--- src/rtl/mmio_port_responder_if.sv ---
// rtl/mmio_port_responder_if.sv - processor data-bus bundle seen by the MMIO responder
//
// Purpose : groups the load/store signals the processor drives toward the
//           register window, plus the combinational answer (ReadData/Hit).
// Signals : Address[31:0], WriteData[31:0], MemWrite, MemRead  (initiator -> responder)
//           ReadData[31:0], Hit                                 (responder -> initiator)
// Modports: master = processor side, slave = responder side.

interface mmio_port_responder_if;
  logic [31:0] Address;
  logic [31:0] WriteData;
  logic        MemWrite;
  logic        MemRead;
  logic [31:0] ReadData;
  logic        Hit;

  modport master (
    output Address, WriteData, MemWrite, MemRead,
    input  ReadData, Hit
  );

  modport slave (
    input  Address, WriteData, MemWrite, MemRead,
    output ReadData, Hit
  );
endinterface

--- src/rtl/mmio_port_responder.sv ---
// rtl/mmio_port_responder.sv - MMIO register window: PortOut, synchronized PortIn, byte TX FIFO + 8N1 transmitter
//
// Purpose : decodes a 32-byte window at BASE_ADDR on the processor data bus.
//           Loads are answered combinationally; stores commit on rising clk.
// Ports   : clk, rst          - clock, asynchronous active-high reset
//           bus (slave)       - Address/WriteData/MemWrite/MemRead in, ReadData/Hit out
//           i_PortIn[7:0]     - external asynchronous inputs
//           o_PortOut[31:0]   - PORT_OUT register
//           o_TxSerial        - serial line, idle high
//           o_TxBusy          - high while a frame is on the line
//           o_IrqEdge         - |EDGE_CAP (only with PORTIN_EDGE_EN)
// Options : define PORTIN_EDGE_EN to add the EDGE_CAP register at offset 0x10.

module mmio_port_responder #(
  parameter logic [31:0] BASE_ADDR    = 32'h0000_0100,
  parameter int          CLKS_PER_BIT = 434,
  parameter int          FIFO_DEPTH   = 4
) (
  input  logic                 clk,
  input  logic                 rst,
  mmio_port_responder_if.slave bus,
  input  logic [7:0]           i_PortIn,
  output logic [31:0]          o_PortOut,
  output logic                 o_TxSerial,
  output logic                 o_TxBusy
`ifdef PORTIN_EDGE_EN
  ,
  output logic                 o_IrqEdge
`endif
);

  localparam int              PW       = (FIFO_DEPTH > 1) ? $clog2(FIFO_DEPTH) : 1;
  localparam int              CNTW     = (CLKS_PER_BIT > 1) ? $clog2(CLKS_PER_BIT) : 1;
  localparam logic [4:0]      DEPTH_C  = 5'(FIFO_DEPTH);
  localparam logic [CNTW-1:0] CLK_LAST = CNTW'(CLKS_PER_BIT - 1);

  typedef enum logic [1:0] {S_IDLE, S_START, S_DATA, S_STOP} state_t;

  // Decode
  logic       w_hit;
  logic [2:0] w_off;
  logic       w_wr;
  logic       w_unused;

  assign w_hit    = (bus.Address[31:5] == BASE_ADDR[31:5]);
  assign w_off    = bus.Address[4:2];
  assign w_wr     = bus.MemWrite & w_hit;
  assign w_unused = ^bus.Address[1:0];

  // PORT_OUT
  logic [31:0] r_port_out;
  always_ff @(posedge clk or posedge rst) begin
    if (rst)                        r_port_out <= 32'h0;
    else if (w_wr && w_off == 3'd0) r_port_out <= bus.WriteData;
  end
  assign o_PortOut = r_port_out;

  // PortIn two-flop synchronizer
  logic [7:0] r_pin_meta, r_pin_sync;
  always_ff @(posedge clk or posedge rst) begin
    if (rst) begin
      r_pin_meta <= 8'h0;
      r_pin_sync <= 8'h0;
    end else begin
      r_pin_meta <= i_PortIn;
      r_pin_sync <= r_pin_meta;
    end
  end

  // TX FIFO
  logic [7:0]    r_mem [FIFO_DEPTH];
  logic [PW-1:0] r_wr_ptr, r_rd_ptr;
  logic [4:0]    r_count;
  logic          r_overflow;
  logic          w_full, w_empty, w_push_req, w_push, w_pop;
  state_t        r_state, w_next;

  assign w_full     = (r_count == DEPTH_C);
  assign w_empty    = (r_count == 5'd0);
  assign w_push_req = w_wr && (w_off == 3'd2);
  assign w_pop      = (r_state == S_IDLE) && !w_empty;
  // A simultaneous pop frees a slot, so a push into a full FIFO still lands.
  assign w_push     = w_push_req && (!w_full || w_pop);

  always_ff @(posedge clk) begin
    if (w_push) r_mem[r_wr_ptr] <= bus.WriteData[7:0];
  end

  always_ff @(posedge clk or posedge rst) begin
    if (rst) begin
      r_wr_ptr   <= '0;
      r_rd_ptr   <= '0;
      r_count    <= 5'd0;
      r_overflow <= 1'b0;
    end else begin
      if (w_push) r_wr_ptr <= r_wr_ptr + PW'(1);
      if (w_pop)  r_rd_ptr <= r_rd_ptr + PW'(1);
      case ({w_push, w_pop})
        2'b10:   r_count <= r_count + 5'd1;
        2'b01:   r_count <= r_count - 5'd1;
        default: r_count <= r_count;
      endcase
      // A dropped push in the same cycle as a clear leaves the flag set.
      if (w_push_req && !w_push)
        r_overflow <= 1'b1;
      else if (w_wr && w_off == 3'd3 && bus.WriteData[8])
        r_overflow <= 1'b0;
    end
  end

  // Transmitter
  logic [CNTW-1:0] r_clk_cnt;
  logic [2:0]      r_bit_idx;
  logic [7:0]      r_shift;
  logic            w_bit_done;

  assign w_bit_done = (r_clk_cnt == CLK_LAST);

  always_ff @(posedge clk or posedge rst) begin
    if (rst) r_state <= S_IDLE;
    else     r_state <= w_next;
  end

  always_comb begin
    w_next     = r_state;
    o_TxSerial = 1'b1;
    case (r_state)
      S_IDLE:  if (!w_empty) w_next = S_START;
      S_START: begin
        o_TxSerial = 1'b0;
        if (w_bit_done) w_next = S_DATA;
      end
      S_DATA:  begin
        o_TxSerial = r_shift[r_bit_idx];
        if (w_bit_done && r_bit_idx == 3'd7) w_next = S_STOP;
      end
      S_STOP:  if (w_bit_done) w_next = S_IDLE;
      default: w_next = S_IDLE;
    endcase
  end

  always_ff @(posedge clk or posedge rst) begin
    if (rst) begin
      r_clk_cnt <= '0;
      r_bit_idx <= 3'd0;
      r_shift   <= 8'h0;
    end else if (r_state == S_IDLE) begin
      r_clk_cnt <= '0;
      r_bit_idx <= 3'd0;
      if (w_pop) r_shift <= r_mem[r_rd_ptr];
    end else begin
      r_clk_cnt <= w_bit_done ? '0 : r_clk_cnt + CNTW'(1);
      // Index wraps 7 -> 0 on the last data bit, ready for the next frame.
      if (r_state == S_DATA && w_bit_done) r_bit_idx <= r_bit_idx + 3'd1;
    end
  end

  assign o_TxBusy = (r_state != S_IDLE);

`ifdef PORTIN_EDGE_EN
  logic [7:0] r_pin_prev, r_edge_cap, w_edge_clr;
  assign w_edge_clr = (w_wr && w_off == 3'd4) ? bus.WriteData[7:0] : 8'h0;
  always_ff @(posedge clk or posedge rst) begin
    if (rst) begin
      r_pin_prev <= 8'h0;
      r_edge_cap <= 8'h0;
    end else begin
      r_pin_prev <= r_pin_sync;
      // OR-ing the new rising edges in after the clear makes set win.
      r_edge_cap <= (r_edge_cap & ~w_edge_clr) | (r_pin_sync & ~r_pin_prev);
    end
  end
  assign o_IrqEdge = |r_edge_cap;
`endif

  // Read mux
  logic [31:0] w_rdata;
  always_comb begin
    w_rdata = 32'h0;
    case (w_off)
      3'd0: w_rdata = r_port_out;
      3'd1: w_rdata = {24'h0, r_pin_sync};
      3'd3: w_rdata = {23'h0, r_overflow, r_count[3:0], 1'b0, o_TxBusy, w_empty, w_full};
`ifdef PORTIN_EDGE_EN
      3'd4: w_rdata = {24'h0, r_edge_cap};
`endif
      default: w_rdata = 32'h0;
    endcase
  end

  assign bus.Hit      = w_hit;
  assign bus.ReadData = (bus.MemRead && w_hit) ? w_rdata : 32'h0;

endmodule

--- src/flat_wrapper.sv ---
// flat-port wrapper written by rule: the top's interface ports become plain ports
module mmio_port_responder_flat 
#(
  parameter logic [31:0] BASE_ADDR    = 32'h0000_0100,
  parameter int          CLKS_PER_BIT = 434,
  parameter int          FIFO_DEPTH   = 4
)
  (clk, rst, i_PortIn, o_PortOut, o_TxSerial, o_TxBusy, bus_Address, bus_WriteData, bus_MemWrite, bus_MemRead, bus_ReadData, bus_Hit);
  mmio_port_responder_if bus_i ();
  input  logic clk;
  input  logic rst;
  input  logic [7:0] i_PortIn;
  output logic [31:0] o_PortOut;
  output logic o_TxSerial;
  output logic o_TxBusy;
  input wire logic [$bits(bus_i.Address)-1:0] bus_Address;
  input wire logic [$bits(bus_i.WriteData)-1:0] bus_WriteData;
  input wire logic [$bits(bus_i.MemWrite)-1:0] bus_MemWrite;
  input wire logic [$bits(bus_i.MemRead)-1:0] bus_MemRead;
  output wire logic [$bits(bus_i.ReadData)-1:0] bus_ReadData;
  output wire logic [$bits(bus_i.Hit)-1:0] bus_Hit;
  assign bus_i.Address = bus_Address;
  assign bus_i.WriteData = bus_WriteData;
  assign bus_i.MemWrite = bus_MemWrite;
  assign bus_i.MemRead = bus_MemRead;
  assign bus_ReadData = bus_i.ReadData;
  assign bus_Hit = bus_i.Hit;
  mmio_port_responder #(.BASE_ADDR(BASE_ADDR), .CLKS_PER_BIT(CLKS_PER_BIT), .FIFO_DEPTH(FIFO_DEPTH)) u_core (.clk(clk), .rst(rst), .bus(bus_i), .i_PortIn(i_PortIn), .o_PortOut(o_PortOut), .o_TxSerial(o_TxSerial), .o_TxBusy(o_TxBusy));
endmodule
--- config.mk ---
export PLATFORM = sky130hd
export DESIGN_NAME = mmio_port_responder_flat
export DESIGN_NICKNAME = d
export VERILOG_FILES = /design/src/rtl/mmio_port_responder_if.sv /design/src/rtl/mmio_port_responder.sv /design/src/flat_wrapper.sv
export SDC_FILE = /design/constraint.sdc
export NUM_CORES = 1
export LEC_CHECK = 0
export CAP_MARGIN = 15
export CORE_UTILIZATION = 50
export DETAILED_ROUTE_END_ITERATION = 10
export PLACE_DENSITY = 0.91
export SYNTH_ARGS = -nofsm -noshare
export SYNTH_HDL_FRONTEND = slang
export SYNTH_SLANG_ARGS = --single-unit
--- constraint.sdc ---
create_clock -name clk -period 4.1 [get_ports clk]
set_input_delay 0.615 -clock clk [delete_from_list [all_inputs] [get_ports clk]]
set_output_delay 0.615 -clock clk [all_outputs]
set_load 0.02 [all_outputs]
Word-level counts from Yosys, hierarchy flattened

Memory sizes are Yosys's and may differ from the RTL's. A register that Yosys moved wholly into a read port is not among the register bits.
Cells that the tools add are included.

Multiplexer cells: 19
Div/mod/pow operators: 0
Equality and inequality tests: 16
Reductions and logical operators: 23
$mul: 0
Order comparisons: 1
Bitwise logic cells: 1
Add/sub/neg operators: 6
Shifts and indexed selects: 0

Operators by type and width:

| cell                  | number |
|---|---|
| $pmux W32 S3          | 1 |
| $mux W32              | 1 |
| $eq A27 B4 Y1 const B | 1 |
| $mux W9               | 2 |
| $logic_and A1 B1 Y1   | 10 |
| $pmux W5 S2           | 1 |
| $add A9 B1 Y9 const B | 1 |
| $eq A9 B9 Y1 const B  | 1 |
| $mux W2               | 4 |
| $pmux W2 S4           | 1 |
| $reduce_bool A2 Y1    | 4 |
| $eq A2 B2 Y1 const B  | 3 |
| $eq A3 B2 Y1 const B  | 2 |
| $mux W3               | 2 |
| $ne A2 B1 Y1 const B  | 3 |
| $add A5 B1 Y5 const B | 1 |
| $eq A5 B3 Y1 const B  | 1 |
| $logic_not A5 Y1      | 1 |
| $mux W1               | 5 |
| $sub A5 B1 Y5 const B | 1 |
| $add A2 B1 Y2 const B | 2 |
| $eq A2 B1 Y1 const B  | 2 |
| $lt A3 B4 Y1 const B  | 1 |
| $reduce_and A4 Y1     | 1 |
| other kinds (12)      | 14 |

Memories kept: 1
RAM bits: 32
Input bits: 76
Memory bits (read-only): 0
Output and inout port bits: 67
Bits in latches: 0
Bits in registers: 72

Memories:

| memory       | words | bits a word | read ports | clocked after memory_dff | wr ports | RTL line                  | source |
|---|---|---|---|---|---|---|---|
| u_core.r_mem | 4     | 8           | 1          | 1                        | 1        | mmio_port_responder.sv:71 | `logic [7:0] r_mem [FIFO_DEPTH];` |

Logic depth before layout (Yosys ltp)

Word-level depth: 8
Gate-level depth with buffers: 13

Least setup slack after synthesis

OpenSTA, ideal clock, no wires.

Kind: input-to-output
From: input port bus_Address[10]
To: output port bus_ReadData[11]
Path slack: 1219 ps
Data required time: 3485 ps
Stages on the path: 7
Arrival time: 2266 ps
Cells stage by stage: nor4b_4 -> nand4_4 -> nor3_4 -> nand3b_4 -> nor3_2 -> buf_2 -> and2_1

Longest elaborated chain between the ends: 3

Ends and longest elaborated chain:

| what                | RTL line                   | source |
|---|---|---|
| from (decl)         | flat_wrapper.sv:16         | `input wire logic [$bits(bus_i.Address)-1:0] bus_Address;` |
| $eq A27 B4 Y1       | mmio_port_responder.sv:45  | `assign w_hit = (bus.Address[31:5] == BASE_ADDR[31:5]);` |
| net bus_Hit         | flat_wrapper.sv:21         | `output wire logic [$bits(bus_i.Hit)-1:0] bus_Hit;` |
| $logic_and A1 B1 Y1 | mmio_port_responder.sv:192 | `assign bus.ReadData = (bus.MemRead && w_hit) ? w_rdata : 32'h0;` |
| $mux W32            | mmio_port_responder.sv:192 |  |
| to (decl)           | flat_wrapper.sv:20         | `output wire logic [$bits(bus_i.ReadData)-1:0] bus_ReadData;` |

The timed path passes the listed nets, and every way through them passes these cells.

Worst setup path after layout

From: input port bus_Address[14]
To: output port bus_ReadData[29]

Longest elaborated chain between the ends: 3

Ends and longest elaborated chain:

| what                | RTL line |
|---|---|
| $eq A27 B4 Y1       | mmio_port_responder.sv:45 |
| $logic_and A1 B1 Y1 | mmio_port_responder.sv:192 |
| $mux W32            | mmio_port_responder.sv:192 |

No other way between the ends.

==> flow_summary.toml <==
[setup_path]
regToRegEndpoint = "u_core.r_count[4]"
path_cells = "clkdlybuf4s50_1 > nor4_4 > nand4_4 > nor3_4 > nand3b_4 > nor3_2 > buf_4 > and2_1 > clkdlybuf4s50_1"
r2r_slack_ns = 1.33
worstReg2RegStart = "u_core.r_count[1]"
crit_end = "bus_ReadData[29]"
critPathBufInv = 3
required_ns = 3.48
worst-path-stages = 9
worstSetupStartpoint = "bus_Address[14]"
end_kind = "output pin"
cp_slowest_cell = "clkdlybuf4s50_1"
critPathLaunchType = "input port"
crit_fanout = 23
critPathKind = "input port to output pin"
arrival_ns = 3.36
path_delay_family = "simple AND/OR/NAND/NOR gates"
worstRegToRegCells = 10
cpPeakStageDelay_ns = 0.63
cp_common_cell = "clkdlybuf4s50_1"

[pwr]
leakage_uw = 0.00292
powerDensity_nw_per_um2 = 280
power_uw = 1910
ir_drop_mv = 0.255

[layout]
layout-drive-gt1-share_pct = 11.0
layout.nets = 611
area_growth_pct = 33.9
n_antenna_cell = 0

[clock_network]
cts_root_buf = "clkbuf_8"
cts_max_path_buffers = 2
post_cts_buffers = 0
cts_tree = "yes"
ctsHoldBuffers = 0
htree_num_levels = 3
clk_pin_slew_ns = 0.12
cts_buffers = 9
clock-sinks = 112
clk_latency_ns = 0.38
cts_resized = 0

[grt]
grt_max_degree = 31
grt_pass1_wl_um = 18900
grt_pass1_vias = 3716
grt_antenna_before_repair = 0
grt-ovfl-total = 0
grt_use_total_pct = 24.3

[placement]
port_buffers = 140
gp_congestion = 0.780
hpwlAfterDp_um = 9090

[logic_synthesis]
yosys.cell_count.top_type = "dfrtp_1"
synth_edf_count = 32
async_reset_ff_share_pct = 71.4
synthTopCellsByCount = "80 x dfrtp_1, 34 x nand2_1, 32 x edfxtp_1, 32 x mux2_1, 29 x nor2_1"
synth.distinct_cells = 50
synth.largest_area_cell = "dfrtp_1"
synthesis.area_um2 = 5100
ys_ff_latch = 112
postSynthCellCount = 376
yosysTopAreaCellShare_pct = 39.3
syn_area_per_cell_um2 = 13.6
synthesis.nets = 467
ys.flop_type = "dfrtp_1"
ys_top_cells_by_area = "dfrtp_1 39%, edfxtp_1 19%, mux2_1 7.1%"
synth_seq_area_share_pct = 58.1
yosysWarningCount = 0

[routing]
wirelength_um = 12100
wl_per_cell_um = 18.3
viasPerCell = 5.30
drtPass1Iterations = 4
route.detailed.drc = 0
detail-route-antenna-nets = 0
vias = 3487
first_iter_violations = 163

[floorplanning]
io_pins = 143
placeableCoreArea_um2 = 9820
fp.dieH_um = 103
dieArea_um2 = 10600
rows = 36
die_w_um = 103
initial_core_util_pct = 51.9

[sta]
tns_ns = 0
slew_violations = 0
hold_viol = 0
slew_headroom_pct = 47.0
fmax_ghz = 0.252
setup_viol = 0
period_share_pct = 96.9
fin_hold_ws_ns = 0.346
fin_skew_ns = 0.0214
worst_slew_pin_slew_ns = 0.792
period_needed_ns = 3.97
rsz0062_at_grt = "no"

[flow_run]
max_cap_violations = 0

[hold_path]
hold_path.class = "flip-flop to flip-flop"

[outcome]
status = "completed"
==> sequential cells by signal, summed over array words and instances, names as in the netlist, 2 cells and up <==
| name | cells |
|---|---|
| u_core.r_rd_ptr | 2 |
| u_core.r_shift | 8 |
| u_core.r_wr_ptr | 2 |
| u_core.r_bit_idx | 3 |
| u_core.r_pin_sync | 8 |
| u_core.r_pin_meta | 8 |
| u_core.o_PortOut | 32 |
| u_core.r_count | 5 |
| u_core.r_mem | 32 |
| u_core.r_state | 2 |
| u_core.r_clk_cnt | 9 |
==> cell usage in the layout (no fill, tap or decap), drive strengths merged, types with 5 or more instances in the layout <==
cell type      Yosys  routed
a22oi              7       7
and2              27      27
buf                9       8
clkbuf             6      10
clkdlybuf4s50      0     140
dfrtp             80      80
edfxtp            32      32
ha                15      15
inv               12      16
mux2              39      39
mux2i              5       5
mux4              10      10
nand2             34      34
nand3              6       6
nor2              30      30
nor3               6       6
nor4               9       9
o21ai              6       6
xnor2             11      11
==> worst min-delay path by stage <==
stage	slack, ns	to	start	depth (start not counted)
2_1_floorplan	0.33	u_core.r_pin_sync[0]	u_core.r_pin_meta[0]	0
5_1_grt	0.36	u_core.r_pin_sync[1]	u_core.r_pin_meta[1]	0
6_report	0.35	u_core.r_pin_sync[1]	u_core.r_pin_meta[1]	0
3_5_place_dp	0.33	u_core.r_pin_sync[4]	u_core.r_pin_meta[4]	0
4_1_cts	0.36	u_core.r_pin_sync[1]	u_core.r_pin_meta[1]	0
3_3_place_gp	0.33	u_core.r_pin_sync[0]	u_core.r_pin_meta[0]	0
==> worst register-to-register path, delay by kind of cell, from the launching register on <==
kind	cells	cell delay (ns)
flip-flops	1	0.48
AO/OA/AOI/OAI	2	0.48
adder cells (fa/ha/maj)	1	0.24
AND/OR/NAND/NOR	5	1.17
XOR/XNOR	2	0.30
==> power breakdown <==
part	internal (µW)	switching [µW]	total [µW]	leakage, µW
logic	72.4	47.1	119	0.00152
registers	1160	2.32	1160	0.00130
clock network	247	384	631	0.000100
==> metal layers <==
layer	GRT usage, %	up-vias	routed length [µm]
li1	-	1608	-
met1	26.7	1735	4420
met2	42.2	127	6260
met3	10.4	17	1130
met4	8.78	0	246
met5	0	-	0
==> through the flow <==
| stage | util [%] | setup WS [ns] | instance area (µm²) | std cells |
|---|---|---|---|---|
| 5_1_grt | 69.5 | 0.0233 | 6830 | 658 |
| 3_5_place_dp | 67.6 | 0.140 | 6640 | 642 |
| 3_3_place_gp | 67.6 | 0.218 | 6640 | 642 |
| 2_1_floorplan | - | 1.22 | 5100 | 376 |
| 4_1_cts | 69.5 | 0.127 | 6830 | 658 |
| 6_report | 69.5 | 0.128 | 6830 | 658 |
==> logic make-up after synthesis <==
family	after synthesis	share of synthesized area, %
AOI/OAI and AO/OA	23	3.12
xor gates and xnor gates	15	2.58
adders and majority gates	15	3.68
buffers and inverters	27	2.60
DFF	112	58.1
muxes	54	14.2
and+or+nand+nor	130	15.8
==> layout make-up <==
type / instances / area (µm²)
Fill cell: 700 / 2990
Sequential cell: 112 / 2960
Multi-Input combinational cell: 237 / 2000
Timing Repair Buffer: 148 / 1460
Tap cell: 133 / 166
Clock buffer: 10 / 138
Clock inverter: 6 / 47.5
Inverter: 12 / 46.3
Note: power is estimated with default switching activity, not from simulation.
